[config.mk]
export PLATFORM = sky130hd
export DESIGN_NAME = upc_seq
export DESIGN_NICKNAME = d
export VERILOG_FILES = /design/src/rtl/upc_pkg.sv /design/src/rtl/spc_stack.sv /design/src/rtl/upc_seq.sv
export SDC_FILE = /design/constraint.sdc
export NUM_CORES = 1
export LEC_CHECK = 0
export CAP_MARGIN = 25
export CORE_AREA = 3 3 212 214
export DETAILED_ROUTE_END_ITERATION = 6
export DIE_AREA = 0 0 215 217
export PLACE_DENSITY = 0.65
export REMOVE_ABC_BUFFERS = 1
export SYNTH_ARGS = -nofsm -noshare
export SYNTH_HDL_FRONTEND = slang
export SYNTH_SLANG_ARGS = --single-unit
[constraint.sdc]
create_clock -name clk -period 3.9 [get_ports clk]
set_clock_uncertainty 0.2 [all_clocks]
set_input_delay 0.78 -clock clk [delete_from_list [all_inputs] [get_ports clk]]
set_output_delay 0.78 -clock clk [all_outputs]
set_load 0.01 [all_outputs]
[src/rtl/upc_pkg.sv]
// Shared types and defaults for the microPC sequencer and its SPC return stack.
package upc_pkg;
  localparam int UPC_PC_W     = 14;
  localparam int UPC_SPC_LOG2 = 5;

  typedef enum logic [2:0] {
    ST_DECODE,
    ST_READ,
    ST_ALU,
    ST_WRITE,
    ST_MMU,
    ST_FETCH
  } upc_state_e;

  typedef enum logic [1:0] {
    SRC_INC,
    SRC_JUMP,
    SRC_DISP,
    SRC_SPC
  } pc_src_e;
endpackage

[src/rtl/spc_stack.sv]
// SPC return stack: register file plus wrapping pointer with sticky overflow/underflow flags.
module spc_stack
  import upc_pkg::*;
#(
  parameter int PC_W     = UPC_PC_W,
  parameter int SPC_LOG2 = UPC_SPC_LOG2
) (
  input  logic                clk,
  input  logic                reset,
  input  logic                push,
  input  logic                pop,
  input  logic                swap,
  input  logic [PC_W-1:0]     wdata,
  output logic [PC_W-1:0]     top,
  output logic [SPC_LOG2-1:0] ptr,
  output logic                ovf,
  output logic                unf
);
  localparam int DEPTH = 1 << SPC_LOG2;

  logic [PC_W-1:0]     mem_q [DEPTH];
  logic [SPC_LOG2-1:0] ptr_q, ptr_d, waddr;
  logic                ovf_q, ovf_d, unf_q, unf_d, we;

  always_comb begin
    ptr_d = ptr_q;
    ovf_d = ovf_q;
    unf_d = unf_q;
    we    = 1'b0;
    waddr = ptr_q;
    if (push) begin
      ptr_d = ptr_q + SPC_LOG2'(1);
      waddr = ptr_d;
      we    = 1'b1;
      if (&ptr_q) ovf_d = 1'b1;
    end else if (swap) begin
      we = 1'b1;
    end else if (pop) begin
      ptr_d = ptr_q - SPC_LOG2'(1);
      if (ptr_q == '0) unf_d = 1'b1;
    end
  end

  always_ff @(posedge clk) begin
    if (reset) begin
      ptr_q <= '0;
      ovf_q <= 1'b0;
      unf_q <= 1'b0;
    end else begin
      ptr_q <= ptr_d;
      ovf_q <= ovf_d;
      unf_q <= unf_d;
    end
  end

  // Contents survive reset; only the write is suppressed so an abandoned push leaves no trace.
  always_ff @(posedge clk) begin
    if (we && !reset) mem_q[waddr] <= wdata;
  end

  assign top = mem_q[ptr_q];
  assign ptr = ptr_q;
  assign ovf = ovf_q;
  assign unf = unf_q;
endmodule

[src/rtl/upc_seq.sv]
// Microcycle state ring, microPC register and next-pc mux, with halt/single-step support.
module upc_seq
  import upc_pkg::*;
#(
  parameter int PC_W     = UPC_PC_W,
  parameter int SPC_LOG2 = UPC_SPC_LOG2
) (
  input  logic                clk,
  input  logic                reset,
  input  logic                jump,
  input  logic [PC_W-1:0]     jump_addr,
  input  logic                call,
  input  logic                ret,
  input  logic                disp,
  input  logic [PC_W-1:0]     disp_addr,
  input  logic                mem_busy,
  input  logic                halt,
  input  logic                step,
  output logic [PC_W-1:0]     pc,
  output logic                state_decode,
  output logic                state_read,
  output logic                state_alu,
  output logic                state_write,
  output logic                state_mmu,
  output logic                state_fetch,
  output logic                lpc_hold,
  output logic [SPC_LOG2-1:0] spc_ptr,
  output logic                spc_ovf,
  output logic                spc_unf
);
  upc_state_e      state_q, state_d;
  pc_src_e         src;
  logic [PC_W-1:0] pc_q, pc_d, pc_inc, spc_top;
  logic            step_pending_q, step_pending_d;
  logic            halted, advance, push, pop, swap;

  assign pc_inc  = pc_q + PC_W'(1);
  assign halted  = halt & ~step_pending_q;
  // Every pc and stack update happens on this single edge of the instruction.
  assign advance = (state_q == ST_FETCH) & ~halted;
  assign push    = advance & call & jump & ~ret;
  assign pop     = advance & ret & ~call;
  assign swap    = advance & ret & call;

  always_comb begin
    if (ret)       src = SRC_SPC;
    else if (disp) src = SRC_DISP;
    else if (jump) src = SRC_JUMP;
    else           src = SRC_INC;
  end

  always_comb begin
    state_d        = state_q;
    pc_d           = pc_q;
    step_pending_d = step_pending_q;
    unique case (state_q)
      ST_DECODE: state_d = ST_READ;
      ST_READ:   state_d = ST_ALU;
      ST_ALU:    state_d = ST_WRITE;
      ST_WRITE:  state_d = mem_busy ? ST_MMU : ST_FETCH;
      ST_MMU:    state_d = mem_busy ? ST_MMU : ST_FETCH;
      ST_FETCH:  if (!halted) state_d = ST_DECODE;
      default:   state_d = ST_DECODE;
    endcase
    if (advance) begin
      unique case (src)
        SRC_SPC:  pc_d = spc_top;
        SRC_DISP: pc_d = disp_addr;
        SRC_JUMP: pc_d = jump_addr;
        default:  pc_d = pc_inc;
      endcase
      step_pending_d = 1'b0;
    end
    if (step && halt) step_pending_d = 1'b1;
  end

  always_ff @(posedge clk) begin
    if (reset) begin
      state_q        <= ST_DECODE;
      pc_q           <= '0;
      step_pending_q <= 1'b0;
    end else begin
      state_q        <= state_d;
      pc_q           <= pc_d;
      step_pending_q <= step_pending_d;
    end
  end

  spc_stack #(.PC_W(PC_W), .SPC_LOG2(SPC_LOG2)) u_spc (
    .clk   (clk),
    .reset (reset),
    .push  (push),
    .pop   (pop),
    .swap  (swap),
    .wdata (pc_inc),
    .top   (spc_top),
    .ptr   (spc_ptr),
    .ovf   (spc_ovf),
    .unf   (spc_unf)
  );

  assign pc           = pc_q;
  assign state_decode = (state_q == ST_DECODE);
  assign state_read   = (state_q == ST_READ);
  assign state_alu    = (state_q == ST_ALU);
  assign state_write  = (state_q == ST_WRITE);
  assign state_mmu    = (state_q == ST_MMU);
  assign state_fetch  = (state_q == ST_FETCH);
  assign lpc_hold     = state_fetch & halted;
endmodule

### After elaboration in Yosys (flattened, before gate mapping)

Memories as Yosys holds them, arrays and structs flattened. A register that Yosys moved wholly into a read port is not among the register bits.
Cells that the tools add are included.

| cells by class | value |
|---|---|
| bitwise gates (word level) | 15 |
| add/sub/neg operators | 3 |
| reduce and logical (&&, ||, !) cells | 11 |
| eq/ne operators | 10 |
| multiplexer cells | 19 |

Operators by type and width:

| operator | number |
|---|---|
| one-hot mux 14 bit (3 select lines) | 1 |
| 2-to-1 mux 5 bit | 6 |
| one-hot mux 3 bit (5 select lines) | 1 |
| adder 14 x 1 -> 14 bit (second input constant) | 1 |
| AND 1 bit | 9 |
| 2-to-1 mux 1 bit | 8 |
| == test 3 x 2 -> 1 bit (second input constant) | 2 |
| == test 3 bit (second input constant) | 2 |
| NOT 1 bit | 6 |
| AND reduction 6 bit | 1 |
| adder 5 x 1 -> 5 bit (second input constant) | 1 |
| zero test 5 bit | 1 |
| subtractor 5 x 1 -> 5 bit (second input constant) | 1 |
| == test 2 bit (second input constant) | 2 |
| 2-to-1 mux 2 bit | 2 |
| != test 2 bit (second input constant) | 2 |
| AND reduction 4 bit | 1 |
| nonzero test 2 bit | 2 |
| == test 3 x 1 -> 1 bit (second input constant) | 1 |
| zero test 3 bit | 1 |
| 2-to-1 mux 3 bit | 1 |
| == test 2 x 1 -> 1 bit (second input constant) | 1 |
| logical AND 1 bit | 2 |
| AND reduction 2 bit | 1 |
| other kinds (2) | 2 |

| storage, ports and cells | value |
|---|---|
| input bits | 37 |
| output and inout port bits | 28 |
| logic and storage cells | 65 |
| RAM bits | 448 |
| memories | 1 |
| bits in registers | 25 |

Memories:

| name | words | width | rd ports | clocked after memory_dff | wr ports | line | source |
|---|---|---|---|---|---|---|---|
| u_spc.mem_q | 32 | 14 | 1 | 1 | 1 | spc_stack.sv:21 | `logic [PC_W-1:0] mem_q [DEPTH];` |

### Logic depth before layout (Yosys ltp)

| depth | value |
|---|---|
| word-level depth | 11 |
| mapped depth | 10 |
| depth with buffers taken out | 7 |

### Modules after synthesis

Synthesis repeated with hierarchy kept, for this count alone.

| second synthesis, totals | value |
|---|---|
| cells, all modules | 1294 |
| area, all modules | 19984.2 um^2 |

Modules (own cells, without submodules):

| module | area an instance (um^2) | times used | cells each | seq. area each (um^2) |
|---|---|---|---|---|
| spc_stack | 18353.9 | 1 | 1070 | 13693.1 |
| upc_seq | 1630.3 | 1 | 224 | 360.3 |

### Least setup slack after synthesis

Ideal clock, no wire load.

| path | value |
|---|---|
| kind | input -> register |
| start point | input ret |
| end point | memory u_spc.mem_q[15][0] (netlist bit), enable pin |
| library setup time | 0.384 ns |
| arrival time | 3.033 ns |
| buffers on the path | 2 |
| cell stages on the path | 7 |
| slack | 0.283 ns |
| data required time | 3.316 ns |
| cells stage by stage | clkbuf_1 -> nor4_4 -> buf_2 -> ha_1 -> nor4_1 -> nand2_1 -> nor2_1 |

| between the ends | value |
|---|---|
| word-level cells in the longest chain between the ends | 7 |
| elaborated cells between the ends (all ways) | 10 |
| those cells by class | mux (5); bitwise (4); reduce/logical (1) |

RTL lines:

| element | line | source |
|---|---|---|
| start: declaration | upc_seq.sv:13 | `input logic ret,` |
| AND 1 bit (2 in a row) | upc_seq.sv:43 | `assign swap = advance & ret & call;` |
| 2-to-1 mux 1 bit | spc_stack.sv:36 | `end else if (swap) begin` |
| 2-to-1 mux 1 bit | spc_stack.sv:31 | `if (push) begin` |
| logical AND 1 bit | spc_stack.sv:58 | `if (we && !reset) mem_q[waddr] <= wdata;` |
| 2-to-1 mux 1 bit | spc_stack.sv:58 |  |
| 2-to-1 mux 1 bit (not written as such) | spc_stack.sv:58 |  |
| end: declaration | spc_stack.sv:21 |  |

Several ways; a longest one is shown, not always the timed one.

### Worst setup path after layout

| path | value |
|---|---|
| start point | input ret |
| end point | memory u_spc.mem_q[11][11] (netlist bit), enable pin |

The elaborated chain is that of the path after synthesis.

==> metrics.md <==
| Metric | Value |
|---|---|
| Global-route usage over all layers | `a little over a fifth` |
| Area overhead of the layout relative to synthesis | `18.0%` |
| Chip Width | `about 220 µm` |
| Fraction of final layout cells sized beyond drive strength 1 | `25.7%` |
| # port buffers | `64` |
| # DRC | `0` |
| Number of warning messages in the yosys log | `0` |
| Peak Freq | `between 0.3 and 0.4 GHz` |
| Cell types occupying the most area after synthesis | `sky130_fd_sc_hd__edfxtp_1, sky130_fd_sc_hd__mux4_2, sky130_fd_sc_hd__dfxtp_1, sky130_fd_sc_hd__mux2i_1, sky130_fd_sc_hd__nor2_1` |
| Antenna-violating nets left | `0` |
| Count of pins on the block boundary | `65` |
| Switching Power | `about 2 mW` |
| Maximum number of pins on one net before global-route repair | `33` |
| Area share of the largest cell type after synthesis | `a little over two thirds` |
| Flip-flop and latch count after synthesis | `approximately 480` |
| Later-pin clock latency in the skew report | `0.57 ns` |
| Seq. cell area | `14100 µm²` |
| Slowest stage cell, crit path | `sky130_fd_sc_hd__clkdlybuf4s50_1` |
| Number of cells upsized or downsized after cts | `0` |
| Half-perimeter wire length after detailed placement | `32.1 mm` |
| Area of the die | `roughly 47000 µm²` |
| Nets | `between 1000 and 1500` |
| Worst hold slack across all endpoints | `0.280 ns` |
| CTS tree | `built` |
| Area occupied by multi-input gates | `just over 5000 µm²` |
| Number of max-slew violations in the final report | `0` |
| Dpl cell area | `21400 µm²` |
| Number of antenna repair diodes | `0` |
| Critical path endpoint category | `flop` |
| Global-route wire length before repair | `between 70 and 80 mm` |
| Biggest cell delay along the critical path | `between 0.5 and 0.6 ns` |
| Launching element type of the critical path | `input pin` |
| Via count | `approximately 11000` |
| Post-route fraction of the period consumed by the critical path | `between 80% and 90%` |
| Total gr overflow | `0` |
| Ys async rst share | `0%` |
| Final standard cell area without fillers | `22800 µm²` |
| Die Y | `approximately 220 µm` |
| Register clock-pin slew on the reported worst setup and hold paths | `0.06 ns` |
| Max-Cap Viols | `0` |
| Number of violations reported at the end of detailed-routing iteration 0 | `1365` |
| Total power density per cell area | `448 nW/µm²` |
| Highest net fanout along the worst path | `11` |
| Wire length per cell | `about 27 µm` |
| Number of antenna violations at the first check in global routing | `0` |
| Run status | `completed` |
| CTS HTree Levels | `2` |
| Filler Cell Count | `about 3400` |
| Count of cell types in the netlist | `60` |
| Cell repeated most along the worst path | `sky130_fd_sc_hd__buf_4` |
| Leakage | `roughly 6.8 nW` |
| Data arrival time of the critical path | `around 3.3 ns` |
| Total standard cell area after synthesis | `about 19000 µm²` |
| Setup Crit Path Kind | `input pin to flop` |
| Path class of the lowest-slack min-delay path | `flop to flop` |
| Core region area | `about 43000 µm²` |
| RSZ-0062 raised after global routing | `no` |
| CP Data Required Time | `3.95 ns` |
| Clock root buffer master | `sky130_fd_sc_hd__clkbuf_16` |
| Post-CTS setup-driven buffer insertion count | `0` |
| Number of buffers created by CTS | `46` |
| Count of flip-flops with a built-in enable after synthesis | `approximately 450` |
| Fraction of power spent switching nets | `~20%` |
| Pin slew with the least headroom to its limit | `between 1 and 1.5 ns` |
| Worst-case headroom to the max-slew limit | `about a third` |
| Most used flip-flop cell after synthesis | `sky130_fd_sc_hd__edfxtp_1` |
| Via-per-instance ratio | `approximately 5.9` |
| Clock period minus final worst setup slack | `3.22 ns` |
| Worst voltage drop across the vdd grid | `approximately 0.29 mV` |
| Post-synthesis sequential area ratio | `72.6%` |
| Mean instance size in the synthesized netlist | `19.0 µm²` |
| Internal cell power | `between 8 and 9 mW` |
| Sequential share of power | `between 50% and 60%` |
| Clock power frac | `~43%` |
| Final hold vios | `0` |
| Largest area contributor in the synthesized netlist | `sky130_fd_sc_hd__edfxtp_1` |
| Initial core utilization | `between 40% and 50%` |
| Number of instances in the synthesized netlist | `1019` |
| Cell-by-cell trace of the critical path | `clkdlybuf4s50_1 -> nor4_4 -> ha_1 -> nor4_1 -> nand2_1 -> buf_4 -> nor2_1 -> buf_4` |
| # clock sinks | `about 480` |
| Combinational Power Share | `about 2.5%` |
| Total of endpoints with negative setup slack in the final report | `0` |
| Final RePlAce weighted congestion | `just under 0.9` |
| Number of global-route vias before repair | `between 10000 and 15000` |
| CTS hold repair buffers | `0` |
| Number of optimization iterations in the first detailed-route pass | `6` |
| Maximum root-to-sink buffer count | `3` |
| Final routed wirelength across all metal layers | `48.4 mm` |
| Placement Rows | `76` |
[through the flow]
stage                     utilization [%]  TNS, ns  worst slack, ns  total power [mW]  cells
after floorplan                         -   -29.66            -2.24              5.80    963
after global placement               49.5        0            0.211              5.94   1703
after detailed placement             49.6        0            0.153              5.95   1704
after CTS                            53.0        0            0.704              10.3   1789
after global routing                 53.0        0            0.563              10.5   1789
final                                53.0        0            0.675              10.2   1789
[synth_stat cells, drive strengths merged (3+ instances only)]
| cell type | number |
|---|---|
| o21ai | 20 |
| a211oi | 3 |
| a31oi | 8 |
| nor4 | 5 |
| mux2 | 5 |
| a2111oi | 3 |
| o221ai | 3 |
| or3 | 4 |
| a22oi | 6 |
| xor2 | 3 |
| inv | 12 |
| nor2 | 72 |
| nand2 | 37 |
| xnor2 | 13 |
| o22ai | 13 |
| nor2b | 8 |
| nand3 | 20 |
| buf | 39 |
| nand4 | 4 |
| ha | 7 |
| nand2b | 8 |
| nor3b | 5 |
| a41oi | 3 |
| nor3 | 13 |
| a21oi | 19 |
| edfxtp | 448 |
| dfxtp | 30 |
| o2111ai | 3 |
| and3 | 3 |
| mux2i | 27 |
| o211ai | 4 |
| mux4 | 124 |
| o22a | 3 |
| clkbuf | 17 |
[layer usage]
metal	routed length (µm)	GRT usage [%]	part of all wire [%]
met4	1670	6.85	3.4
met1	20500	30.5	42
met5	0	0	0
met3	3540	3.21	7.3
met2	22700	33.0	47
[sequential cells by signal (all words and copies together) (netlist names), named ones only]
register / cells
u_spc.unf: 1
u_spc.ovf: 1
pc: 14
step_pending_q: 1
u_spc.mem_q: 448
state_q: 3
u_spc.ptr: 5
[power by group through the flow]
stage	Clock (mW)	Sequential [mW]	Combinational, mW
2_1_floorplan	0	5.69	0.104
3_3_place_gp	0	5.69	0.252
3_5_place_dp	0	5.69	0.254
4_1_cts	4.45	5.58	0.255
5_1_grt	4.66	5.58	0.271
6_report	4.38	5.58	0.256
[area by class of cell]
type | instances | share of cell area, %
Clock buffer | 55 | 5.28
Clock inverter | 30 | 1.21
Inverter | 14 | 0.230
Multi-Input combinational cell | 471 | 22.2
Sequential cell | 478 | 61.6
Tap cell | 585 | 3.21
Timing Repair Buffer | 156 | 6.30
[critical path: cells and delay by family]
kind | cells | cell delay [ns]
buffers and inverters | 3 | 1.01
AND/OR/NAND/NOR | 4 | 1.14
adder cells (fa/ha/maj) | 1 | 0.34
[final timing paths]
path / slack (ns) / cells past startpoint / startpoint / endpoint
min: 0.28 / 2 / u_spc.ovf$_SDFFE_PP0P_ / u_spc.ovf$_SDFFE_PP0P_
min reg2reg: 0.28 / 2 / u_spc.ovf$_SDFFE_PP0P_ / u_spc.ovf$_SDFFE_PP0P_
max: 0.68 / 8 / ret / u_spc.mem_q[11][11]$_DFFE_PP_
max reg2reg: 0.73 / 8 / state_q[0]$_SDFFE_PP0N_ / u_spc.mem_q[11][11]$_DFFE_PP_
[cell usage in the layout, fill, tap and decap left out, types with 4 or more instances in the layout]
cell	count
sky130_fd_sc_hd__edfxtp_1	448
sky130_fd_sc_hd__mux4_2	124
sky130_fd_sc_hd__buf_4	83
sky130_fd_sc_hd__nor2_1	72
sky130_fd_sc_hd__clkdlybuf4s50_1	64
sky130_fd_sc_hd__clkbuf_16	47
sky130_fd_sc_hd__nand2_1	37
sky130_fd_sc_hd__mux2i_1	27
sky130_fd_sc_hd__dfxtp_1	26
sky130_fd_sc_hd__nand3_1	20
sky130_fd_sc_hd__a21oi_1	19
sky130_fd_sc_hd__o21ai_0	17
sky130_fd_sc_hd__nor3_1	13
sky130_fd_sc_hd__o22ai_1	13
sky130_fd_sc_hd__clkinv_1	13
sky130_fd_sc_hd__inv_1	11
sky130_fd_sc_hd__clkinv_2	9
sky130_fd_sc_hd__nand2b_1	8
sky130_fd_sc_hd__xnor2_2	8
sky130_fd_sc_hd__nor2b_1	8
sky130_fd_sc_hd__a31oi_1	8
sky130_fd_sc_hd__clkbuf_1	8
sky130_fd_sc_hd__buf_12	8
sky130_fd_sc_hd__ha_1	7
sky130_fd_sc_hd__a22oi_1	6
sky130_fd_sc_hd__nor3b_1	5
sky130_fd_sc_hd__mux2_2	5
sky130_fd_sc_hd__bufinv_16	5
sky130_fd_sc_hd__nand4_1	4
sky130_fd_sc_hd__o211ai_1	4
sky130_fd_sc_hd__or3_1	4
sky130_fd_sc_hd__xnor2_1	4
[kinds of logic (layout without fill, tap and decap cells)]
family	after synthesis	in the layout	synth area share, %
AOI/OAI and AO/OA	107	107	3.72
buffers and inverters	70	255	1.76
xor gates and xnor gates	16	16	0.724
adders and majority gates	7	7	0.452
DFF	478	478	72.6
and+or+nand+nor	185	185	4.64
muxes	156	156	16.1
Note: power is estimated with default switching activity, not from simulation.
